===== src/rtl/key_debouncer.sv =====
// Single push-button conditioner: 2-flop synchronizer, inversion of the
// active-low level, then a stability counter that only lets a new level
// through after it has held for DEBOUNCE_CYCLES consecutive cycles.
module key_debouncer #(
  parameter int DEBOUNCE_CYCLES = 1_000_000
) (
  input  logic clock,
  input  logic reset_n,
  input  logic key_n_i,
  output logic pressed_o
);

  localparam int CW = (DEBOUNCE_CYCLES > 1) ? $clog2(DEBOUNCE_CYCLES) : 1;
  localparam logic [CW-1:0] CNT_LAST = CW'(DEBOUNCE_CYCLES - 1);

  logic [1:0]    sync_q;
  logic          level;
  logic [CW-1:0] cnt_q, cnt_d;
  logic          out_q, out_d;

  // Bring the asynchronous button into the clock domain; idle level is released (1).
  always_ff @(posedge clock) begin
    if (!reset_n) sync_q <= 2'b11;
    else          sync_q <= {sync_q[0], key_n_i};
  end

  assign level = ~sync_q[1];

  // Count consecutive cycles the synced level disagrees with the output; any return resets.
  always_comb begin
    out_d = out_q;
    cnt_d = '0;
    if (level != out_q) begin
      if (cnt_q == CNT_LAST) out_d = level;
      else                   cnt_d = cnt_q + CW'(1);
    end
  end

  // Debounce state registers.
  always_ff @(posedge clock) begin
    if (!reset_n) begin
      cnt_q <= '0;
      out_q <= 1'b0;
    end else begin
      cnt_q <= cnt_d;
      out_q <= out_d;
    end
  end

  assign pressed_o = out_q;

endmodule


===== config.mk =====
export PLATFORM = sky130hd
export DESIGN_NAME = key_debouncer
export DESIGN_NICKNAME = d
export VERILOG_FILES = /design/src/rtl/key_debouncer.sv
export SDC_FILE = /design/constraint.sdc
export NUM_CORES = 1
export LEC_CHECK = 0
export BUFFER_PORTS_ARGS = -buffer_cell sky130_fd_sc_hd__buf_4
export CORE_UTILIZATION = 45
export DETAILED_ROUTE_END_ITERATION = 7
export SYNTH_ARGS = -nofsm -noshare
export SYNTH_HDL_FRONTEND = slang
export SYNTH_SLANG_ARGS = --single-unit

===== constraint.sdc =====
create_clock -name clock -period 3.07 [get_ports clock]
set_input_delay 0.307 -clock clock [delete_from_list [all_inputs] [get_ports clock]]
set_output_delay 0.307 -clock clock [all_outputs]
set_load 0.01 [all_outputs]

==> results of run 1 <==
layer usage:
| layer | part of all wire (%) | vias to the layer above | GRT usage [%] |
|---|---|---|---|
| met5 | 0 | - | 0 |
| met4 | 0.83 | 0 | 4.76 |
| met3 | 3.0 | 2 | 6.48 |
| met2 | 46 | 8 | 27.0 |
| met1 | 50 | 374 | 22.1 |
| li1 | - | 406 | - |
Yosys cell counts:
library cell	n
ha_1	1
or3_1	3
xor2_1	5
or4b_1	2
dfxtp_1	23
nand4_1	4
nand2b_1	2
buf_6	1
nand2_1	7
xnor2_1	8
o211ai_4	1
nor2_1	14
or4_1	7
buf_2	1
inv_1	6
and3_1	1
o31ai_1	3
or3b_2	1
a21oi_1	6
or2_2	3
nor4_1	1
or4_4	1
nor3_1	3
o311a_2	1
nand3_1	4
o21ai_0	3
o21bai_1	1
where the power goes:
| group | switching (mW) | leakage, nW | internal [mW] | total [mW] |
|---|---|---|---|---|
| Combinational | 0.00417 | 0.117 | 0.00334 | 0.00751 |
| Clock | 0.0909 | 0.0177 | 0.0487 | 0.140 |
| Sequential | 0.000779 | 0.186 | 0.300 | 0.301 |
| Total | 0.0959 | 0.321 | 0.352 | 0.448 |
final cells by class:
type | count | area, sq um | share of cell area [%]
Multi-Input combinational cell | 82 | 528 | 48.2
Sequential cell | 23 | 460 | 42.1
Tap cell | 27 | 33.8 | 3.09
Clock buffer | 3 | 22.5 | 2.06
Timing Repair Buffer | 3 | 22.5 | 2.06
Inverter | 6 | 22.5 | 2.06
Clock inverter | 1 | 5.00 | 0.457
worst min path at each step:
stage | startpoint | to | slack, ps
after global placement | sync_q[0]$_SDFF_PN1_ | sync_q[1]$_SDFF_PN1_ | 390
after global routing | key_n_i | sync_q[0]$_SDFF_PN1_ | 160
final | key_n_i | sync_q[0]$_SDFF_PN1_ | 160
after floorplan | reset_n | sync_q[0]$_SDFF_PN1_ | 380
after detailed placement | sync_q[0]$_SDFF_PN1_ | sync_q[1]$_SDFF_PN1_ | 420
after CTS | key_n_i | sync_q[0]$_SDFF_PN1_ | 160
state kept, by name, summed over array words and instances, names as in the netlist:
name       flops
cnt_q         20
sync_q         2
pressed_o      1
worst max-delay path: stages, from the launching register on:
cell and delay, ps:
dfxtp_1 370, or4b_1 530, or4_4 580, o211ai_4 470, nor2_1 110
through the flow:
| stage | setup slack, ps | instance area [sq um] | power, mW | util, % | instances |
|---|---|---|---|---|---|
| after floorplan | 1090 | 1030 | 0.312 | - | 113 |
| after global placement | 921 | 1070 | 0.315 | 51.8 | 141 |
| after detailed placement | 921 | 1070 | 0.315 | 51.8 | 141 |
| after CTS | 896 | 1090 | 0.456 | 53.1 | 145 |
| after global routing | 792 | 1090 | 0.469 | 53.1 | 145 |
| final | 887 | 1090 | 0.448 | 53.1 | 145 |
logic make-up after synthesis:
family	Yosys count	synth area share (%)
AND/OR/NAND/NOR	53	28.6
buffers and inverters	8	3.78
AO/OA/AOI/OAI	15	10.5
XOR/XNOR	13	11.1
adder cells (fa/ha/maj)	1	1.22
flip-flops	23	44.8
==> metrics.md, run 1 <==
| Metric | Value |
|---|---|
| Worst r2r src | `cnt_q[11]$_SDFF_PP0_` |
| Unrepaired setup endpoints after global routing | `no` |
| Minimum clock period | `2180 ps` |
| Pin count of the biggest net entering global routing | `20` |
| Syn. warnings | `0` |
| Longest Clk Path Bufs | `2` |
| Hold slack | `164 ps` |
| DRT antenna net count | `0` |
| Clk sinks | `23` |
| End of the critical path | `cnt_q[4]$_SDFF_PP0_` |
| TritonRoute pass-1 iters | `4` |
| Max-cap viol count | `0` |
| Initial antenna violation count | `0` |
| Worst EP arrival | `2370 ps` |
| Commonest non-fill, non-tap cell in the layout | `dfxtp_1` |
| Worst-Margin Slew | `539 ps` |
| Area contributors post-synth | `dfxtp_1, xnor2_1, nor2_1` |
| Hold Path Stages | `2` |
| HPWL after DPL | `1.35 mm` |
| Root Buffer | `clkbuf_4` |
| Fillers | `between 200 and 250` |
| Mapped Avg Cell Area | `9.09 sq um` |
| Critical path type | `flip-flop to flip-flop` |
| Wirelength per Cell | `12.5 um` |
| Worst setup SP type | `flip-flop` |
| CTS tree | `done` |
| Routability cong. | `0.819` |
| Final wirelength | `1.81 mm` |
| Initial Util | `49.8%` |
| Slew HR | `63.9%` |
| P_leak | `between 0.3 and 0.4 nW` |
| Port Buffers | `3` |
| Fin. max-slew vios | `0` |
| R2R depth | `4` |
| Share of cells above drive strength 1 | `11.9%` |
| Status | `finished clean` |
| Worst min path class | `primary input to flip-flop` |
| Register area share after synthesis | `roughly 45%` |
| Syn Nets | `117` |
| Fmax | `458 MHz` |
| Peak supply drop | `between 300 and 400 uV` |
| IO Pins | `4` |
| Number of synthesized register bits | `23` |
| Synth top area share | `between 40% and 50%` |
| First-pass GRT wire length | `3.24 mm` |
| GRT Util Overall | `17.3%` |
| Core area | `0.00206 sq mm` |
| PD cells | `between 400 and 500 mW/mm^2` |
| Initial drt markers | `20` |
| Die width | `about 50 um` |
| Cts bufs inserted | `3` |
| Reg2reg end | `cnt_q[4]$_SDFF_PP0_` |
| Part of the cycle the worst path needs | `71.1%` |
| Die extent in y | `49.8 um` |
| Setup-failing EPs final | `0` |
| Rows | `16` |
| Commonest non-fill, non-tap cells in the layout | `dfxtp_1, nor2_1, xnor2_1` |
| Vias in the first global route | `between 700 and 800` |
| Final Hold Fails | `0` |
| CP Launch Point | `cnt_q[11]$_SDFF_PP0_` |
| Post-CTS setup buffers | `0` |
| Residual DRC | `0` |
| N_diodes | `0` |
| Reg2Reg Setup Slack | `890 ps` |
| Mapped Cells | `113` |
| Area growth from synthesis to layout | `6.58%` |
| Largest area contributor in the netlist | `dfxtp_1` |
| Netlist Area Pre-Place | `just over 0.001 sq mm` |
| Cts hold-fix bufs | `0` |
| Netlist cell types | `27` |
| Post-cts gate resize count | `0` |
| Skew-Pair Late Insertion Delay | `310 ps` |
| Fin nets | `123` |
| Clk slew on worst S/H paths | `130 ps` |
| Setup TNS | `0 ps` |
| Worst Setup End Kind | `flip-flop` |
| Crit Path Max Fanout | `19` |
| Drt via density | `~5.4` |
| GRT overflow | `0` |
| Critical Path RT | `3260 ps` |
| Worst Clk Skew | `8.08 ps` |
| Vias | `790` |
| Die area | `0.00248 sq mm` |
| H-tree levels | `1` |
(Power assumes the default switching activity.)
==> run 2, diff against run 1 <==
--- a/config.mk
+++ b/config.mk
@@ -5,6 +5,7 @@
 export SDC_FILE = /design/constraint.sdc
 export NUM_CORES = 1
 export LEC_CHECK = 0
+export ABC_AREA = 1
 export BUFFER_PORTS_ARGS = -buffer_cell sky130_fd_sc_hd__buf_4
 export CORE_UTILIZATION = 45
 export DETAILED_ROUTE_END_ITERATION = 7
==> constraint.sdc (replaced) <==
create_clock -name clock -period 2 [get_ports clock]
set_input_delay 0.2 -clock clock [delete_from_list [all_inputs] [get_ports clock]]
set_output_delay 0.2 -clock clock [all_outputs]
set_load 0.01 [all_outputs]
==> metrics.md, run 2 <==
| Metric | Value |
|---|---|
| Die width | `52.8 um` |
| Routability cong. | `roughly 0.82` |
| Status | `finished clean` |
| Pin count of the biggest net entering global routing | `20` |
| Synth Flop Type | `dfxtp_1` |
| Synth top area share | `39.7%` |
| P_leak | `0.391 nW` |
| Wirelength per Cell | `10.5 um` |
| Die area | `0.00279 sq mm` |
| Final WS setup | `533 ps` |
| Final wirelength | `2.11 mm` |
| Worst-Margin Slew | `303 ps` |
| Critical Path RT | `2200 ps` |
| First-pass GRT wire length | `3.56 mm` |
| Commonest non-fill, non-tap cells in the layout | `nand2_1, nor2_1, dfxtp_1` |
| Core Util, Final | `50.1%` |
| Commonest non-fill, non-tap cell in the layout | `nand2_1` |
| Syn. warnings | `0` |
| Slew HR | `79.8%` |
| Port Buffers | `3` |
| Fmax | `682 MHz` |
| Clk slew on worst S/H paths | `130 ps` |
| Number of synthesized register bits | `23` |
| Core area | `0.00245 sq mm` |
| Worst EP arrival | `roughly 1700 ps` |
| Minimum clock period | `1470 ps` |
| Max reg flops | `20` |
| Worst min path class | `primary input to flip-flop` |
| Critical path type | `flip-flop to flip-flop` |
| Area growth from synthesis to layout | `5.82%` |
| N_diodes | `0` |
| Rows | `18` |
| Async SR Flop Fraction | `0%` |
| Netlist cell types | `20` |
| Crit path buf inv count | `0` |
| Fin. max-slew vios | `0` |
| Crit Path Max Fanout | `19` |
| TritonRoute pass-1 iters | `4` |
| IO Pins | `4` |
| DRT antenna net count | `0` |
| Vias | `980` |
| Leading cell types by count after synthesis | `nand2_1, nor2_1, dfxtp_1, inv_1, nor2_2` |
| Initial drt markers | `29` |
| Crit path cell chain | `ha_1 > nand3_2 > nor2_2 > nand3_2 > nand2_4 > nor3_1` |
| PD cells | `560 mW/mm^2` |
| Longest Clk Path Bufs | `2` |
| Setup-failing EPs final | `0` |
| Worst Clk Skew | `5.71 ps` |
| Clk sinks | `23` |
| Cts hold-fix bufs | `0` |
| Cts bufs inserted | `3` |
| Initial antenna violation count | `0` |
| Most flop-heavy register | `cnt_q` |
| Largest area contributor in the netlist | `dfxtp_1` |
| Initial Util | `between 40 and 50%` |
| Netlist Area Pre-Place | `0.00116 sq mm` |
| Setup TNS | `0 ps` |
| Post-cts gate resize count | `0` |
| Family with the most delay on the worst path | `simple AND/OR/NAND/NOR gates` |
| Max-cap viol count | `0` |
| Mapped Cells | `165` |
| Register area share after synthesis | `between 30% and 40%` |
| Mapped Avg Cell Area | `7.04 sq um` |
| Part of the cycle the worst path needs | `about three quarters` |
| Number of synthesized flops with an enable pin | `0` |
| Syn Nets | `169` |
| CTS tree | `done` |
| Unrepaired setup endpoints after global routing | `no` |
| Worst Setup End Kind | `flip-flop` |
| Pre-CTS setup slack | `between 500 and 600 ps` |
| Peak supply drop | `359 uV` |
| Die extent in y | `52.8 um` |
| Skew-Pair Late Insertion Delay | `between 300 and 400 ps` |
| H-tree levels | `1` |
| GRT Util Overall | `17.3%` |
| Cell repeated most along the worst path | `nand3_2` |
| Post-CTS setup buffers | `0` |
| Worst setup SP type | `flip-flop` |
| Root Buffer | `clkbuf_4` |
| Drt via density | `between 4 and 5` |
| Vias in the first global route | `846` |
| GRT overflow | `0` |
| Residual DRC | `0` |
| HPWL after DPL | `approximately 1.6 mm` |
| Area contributors post-synth | `dfxtp_1, nand2_1, nor2_1` |
| Most frequent cell after synthesis | `nand2_1` |
| Final Hold Fails | `0` |
| Slowest CP cell | `dfxtp_1` |
| Fin nets | `between 150 and 200` |
| Share of cells above drive strength 1 | `14.0%` |
| CP peak stage delay | `400 ps` |
[run 2: cell count changes after synthesis, moves of 4 or more]
cell     delta
nand3_1     +4
or4_1       -7
xnor2_1     -5
nor2_2     +12
inv_1      +11
nor2_1     +16
nand2_1    +33
[run 2: metal layers]
metal | track usage, % | wire length (um) | part of all wire [%] | vias to the layer above
met1 | 23.0 | 1060 | 50 | 438
li1 | - | - | - | 526
met3 | 2.61 | 73 | 3.5 | 2
met5 | 0 | 0 | 0 | -
met4 | 6.58 | 15 | 0.71 | 0
met2 | 27.6 | 958 | 45 | 14
[run 2: area by class of cell]
type	instances	area, sq um
clock buffers	3	22.5
clock inverters	1	5.00
fillers	270	1230
inverters	17	63.8
multi-input cells	124	617
flip-flops and latches	23	460
well taps	30	37.5
repair buffers	3	22.5
[run 2: report_power, final]
part	internal [mW]	total, mW	switching, mW
Combinational	0.00475	0.0120	0.00729
Clock	0.0747	0.214	0.140
Sequential	0.461	0.462	0.00138
Total	0.540	0.688	0.148
[run 2: worst reg2reg max path, stage by stage, from the launching register on]
cell	delay, ps
dfxtp_1	400
ha_1	220
nand3_2	130
nor2_2	140
nand3_2	140
nand2_4	260
nor3_1	80
[run 2: final timing paths]
check	slack, ps	endpoint	cells past startpoint	from
max	530	cnt_q[10]$_SDFF_PP0_	6	cnt_q[0]$_SDFF_PP0_
min	50	sync_q[0]$_SDFF_PN1_	3	key_n_i
max reg2reg	530	cnt_q[10]$_SDFF_PP0_	6	cnt_q[0]$_SDFF_PP0_
min reg2reg	420	sync_q[1]$_SDFF_PN1_	2	sync_q[0]$_SDFF_PN1_
[run 2: cell families (layout without fill, tap and decap cells)]
family | count (synthesis) | count (layout) | synth area share (%)
and+or+nand+nor | 103 | 103 | 40.9
AOI/OAI and AO/OA | 13 | 13 | 5.82
xor gates and xnor gates | 7 | 7 | 5.28
buffers and inverters | 18 | 24 | 7.22
adders and majority gates | 1 | 1 | 1.08
DFF | 23 | 23 | 39.7
[run 2: stage by stage]
| step | cell area, sq um | hold slack (ps) | power [mW] | cells |
|---|---|---|---|---|
| 2_1_floorplan | 1160 | 269 | 0.481 | 165 |
| 3_3_place_gp | 1200 | 376 | 0.484 | 197 |
| 3_5_place_dp | 1200 | 378 | 0.484 | 197 |
| 4_1_cts | 1230 | 43.9 | 0.697 | 201 |
| 5_1_grt | 1230 | 29.3 | 0.716 | 201 |
| 6_report | 1230 | 47.1 | 0.688 | 201 |
==> run 3, diff against run 2 <==
--- a/config.mk
+++ b/config.mk
@@ -5,7 +5,7 @@
 export SDC_FILE = /design/constraint.sdc
 export NUM_CORES = 1
 export LEC_CHECK = 0
-export ABC_AREA = 1
+export ABC_AREA = 0
 export BUFFER_PORTS_ARGS = -buffer_cell sky130_fd_sc_hd__buf_4
 export CORE_UTILIZATION = 45
 export DETAILED_ROUTE_END_ITERATION = 7
==> constraint.sdc (replaced) <==
create_clock -name clock -period 1.47 [get_ports clock]
set_input_delay 0.147 -clock clock [delete_from_list [all_inputs] [get_ports clock]]
set_output_delay 0.147 -clock clock [all_outputs]
set_load 0.01 [all_outputs]
==> metrics.md, run 3 (synthesis results as in run 1) <==
| Metric | Value |
|---|---|
| Initial Util | `49.8%` |
| Finished Layout Cells | `179` |
| Vias in the first global route | `954` |
| Drt via density | `5.27` |
| Post-CTS setup buffers | `0` |
| Reg2Reg Setup Slack | `-500 ps` |
| Unrepaired setup endpoints after global routing | `yes` |
| Placed Instances | `174` |
| Die area | `~0.0025 sq mm` |
| Slew HR | `between 70% and 80%` |
| Core area | `0.00206 sq mm` |
| Max reg flops | `20` |
| P_int | `0.740 mW` |
| Seq pwr share | `66.3%` |
| Rows | `16` |
| Minimum clock period | `just under 2000 ps` |
| Status | `complete, but fails checks` |
| GRT overflow | `0` |
| Reg2reg end | `cnt_q[15]$_SDFF_PP0_` |
| Die width | `around 50 um` |
| GRT Util Overall | `between 20% and 30%` |
| Fillers | `184` |
| Final WS setup | `-501 ps` |
| Sw Ratio | `21.9%` |
| Slowest CP cell | `or4_4` |
| Wirelength per Cell | `12.9 um` |
| Skew-Pair Late Insertion Delay | `310 ps` |
| Critical path type | `flip-flop to flip-flop` |
| Switching pwr | `0.208 mW` |
| Commonest non-fill, non-tap cells in the layout | `buf_4, dfxtp_1, nor2_1` |
| N_diodes | `0` |
| Worst EP arrival | `2180 ps` |
| Setup-failing EPs final | `20` |
| First-pass GRT wire length | `4.10 mm` |
| TritonRoute pass-1 iters | `6` |
| Final Hold Fails | `0` |
| Port Buffers | `3` |
| Total chip power | `0.948 mW` |
| Peak supply drop | `around 550 uV` |
| Cts bufs inserted | `3` |
| Worst r2r src | `cnt_q[13]$_SDFF_PP0_` |
| Final wirelength | `roughly 2.3 mm` |
| CTS tree | `done` |
| P_leak | `0.494 nW` |
| Hold Path Stages | `2` |
| Worst Setup End Kind | `flip-flop` |
| Worst-Margin Slew | `378 ps` |
| Combinational Power Share | `2.5%` |
| Setup TNS | `-9640 ps` |
| IO Pins | `4` |
| Commonest non-fill, non-tap cell in the layout | `buf_4` |
| Placed cell areas | `0.00132 sq mm` |
| PD cells | `683 mW/mm^2` |
| Most flop-heavy register | `cnt_q` |
| Part of the cycle the worst path needs | `134%` |
| End of the critical path | `cnt_q[15]$_SDFF_PP0_` |
| Failing checks | `setup timing` |
| CP peak stage delay | `550 ps` |
| Pre-CTS setup slack | `-485 ps` |
| Clk pwr share | `31.3%` |
| R2R depth | `5` |
| Initial antenna violation count | `0` |
| Die extent in y | `49.8 um` |
| Crit Path Max Fanout | `5` |
| Share of cells above drive strength 1 | `37.5%` |
| Clk slew on worst S/H paths | `roughly 130 ps` |
| Fin. max-slew vios | `0` |
| Fmax | `507 MHz` |
| Initial drt markers | `23` |
| Core Util, Final | `67.3%` |
| Fin nets | `157` |
| Longest Clk Path Bufs | `2` |
| HPWL after DPL | `1.82 mm` |
| Worst Clk Skew | `4.41 ps` |
| H-tree levels | `1` |
| Root Buffer | `clkbuf_4` |
| DRT antenna net count | `0` |
| Area growth from synthesis to layout | `35.1%` |
| Hold slack | `7.88 ps` |
| Max-cap viol count | `0` |
| Worst min path class | `primary input to flip-flop` |
| Pin count of the biggest net entering global routing | `14` |
| Critical Path RT | `around 1700 ps` |
| Worst setup SP type | `flip-flop` |
| Clk sinks | `23` |
| Crit path cell chain | `or4b_1 > or4_4 > o211ai_4 > buf_4 > a21oi_1` |
| Residual DRC | `0` |
| CP Launch Point | `cnt_q[13]$_SDFF_PP0_` |
| Final instance area | `0.00139 sq mm` |
| Routability cong. | `between 0.8 and 0.9` |
| Vias | `944` |
[run 3: layout make-up]
class                      count  area [sq um]  area share, %
multi-input combinational     82           556           40.0
sequential                    23           463           33.4
timing repair buffer          37           285           20.6
tap                           27          33.8           2.43
clock buffer                   3          22.5           1.62
inverter                       6          22.5           1.62
clock inverter                 1          5.00          0.361
[run 3: power by group through the flow]
stage	Clock [mW]	Combinational, mW	Sequential [mW]
4_1_cts	0.303	0.0218	0.628
5_1_grt	0.334	0.0257	0.629
6_report	0.296	0.0235	0.628
3_5_place_dp	0	0.0193	0.642
2_1_floorplan	0	0.00955	0.642
3_3_place_gp	0	0.0188	0.642
[run 3: metal layers]
metal	up-vias	routed length, um	GRT usage, %
met2	9	1220	39.4
met1	452	1010	25.2
met4	0	15	5.24
met5	-	0	0
li1	481	-	-
met3	2	57	6.79
[run 3: how the worst min path moves through the flow]
stage	startpoint	end	slack (ps)
global route	key_n_i	sync_q[0]$_SDFF_PN1_	2
global placement	key_n_i	sync_q[0]$_SDFF_PN1_	330
floorplan	reset_n	sync_q[0]$_SDFF_PN1_	220
finish	key_n_i	sync_q[0]$_SDFF_PN1_	8
detailed placement	key_n_i	sync_q[0]$_SDFF_PN1_	340
CTS	key_n_i	sync_q[0]$_SDFF_PN1_	5
[run 3: timing repair]
action,4_1_cts,5_1_grt
pin swaps,4,4
setup endpoints to repair,20,20
resized for setup,6,5
hold buffers,0,0
cloned,0,1
[run 3: worst max-delay path, delay by kind of cell (launching register included)]
family                 cells  cell delay [ps]
AOI/OAI and AO/OA          2              280
DFF                        1              340
buffers and inverters      1              180
and+or+nand+nor            2             1070
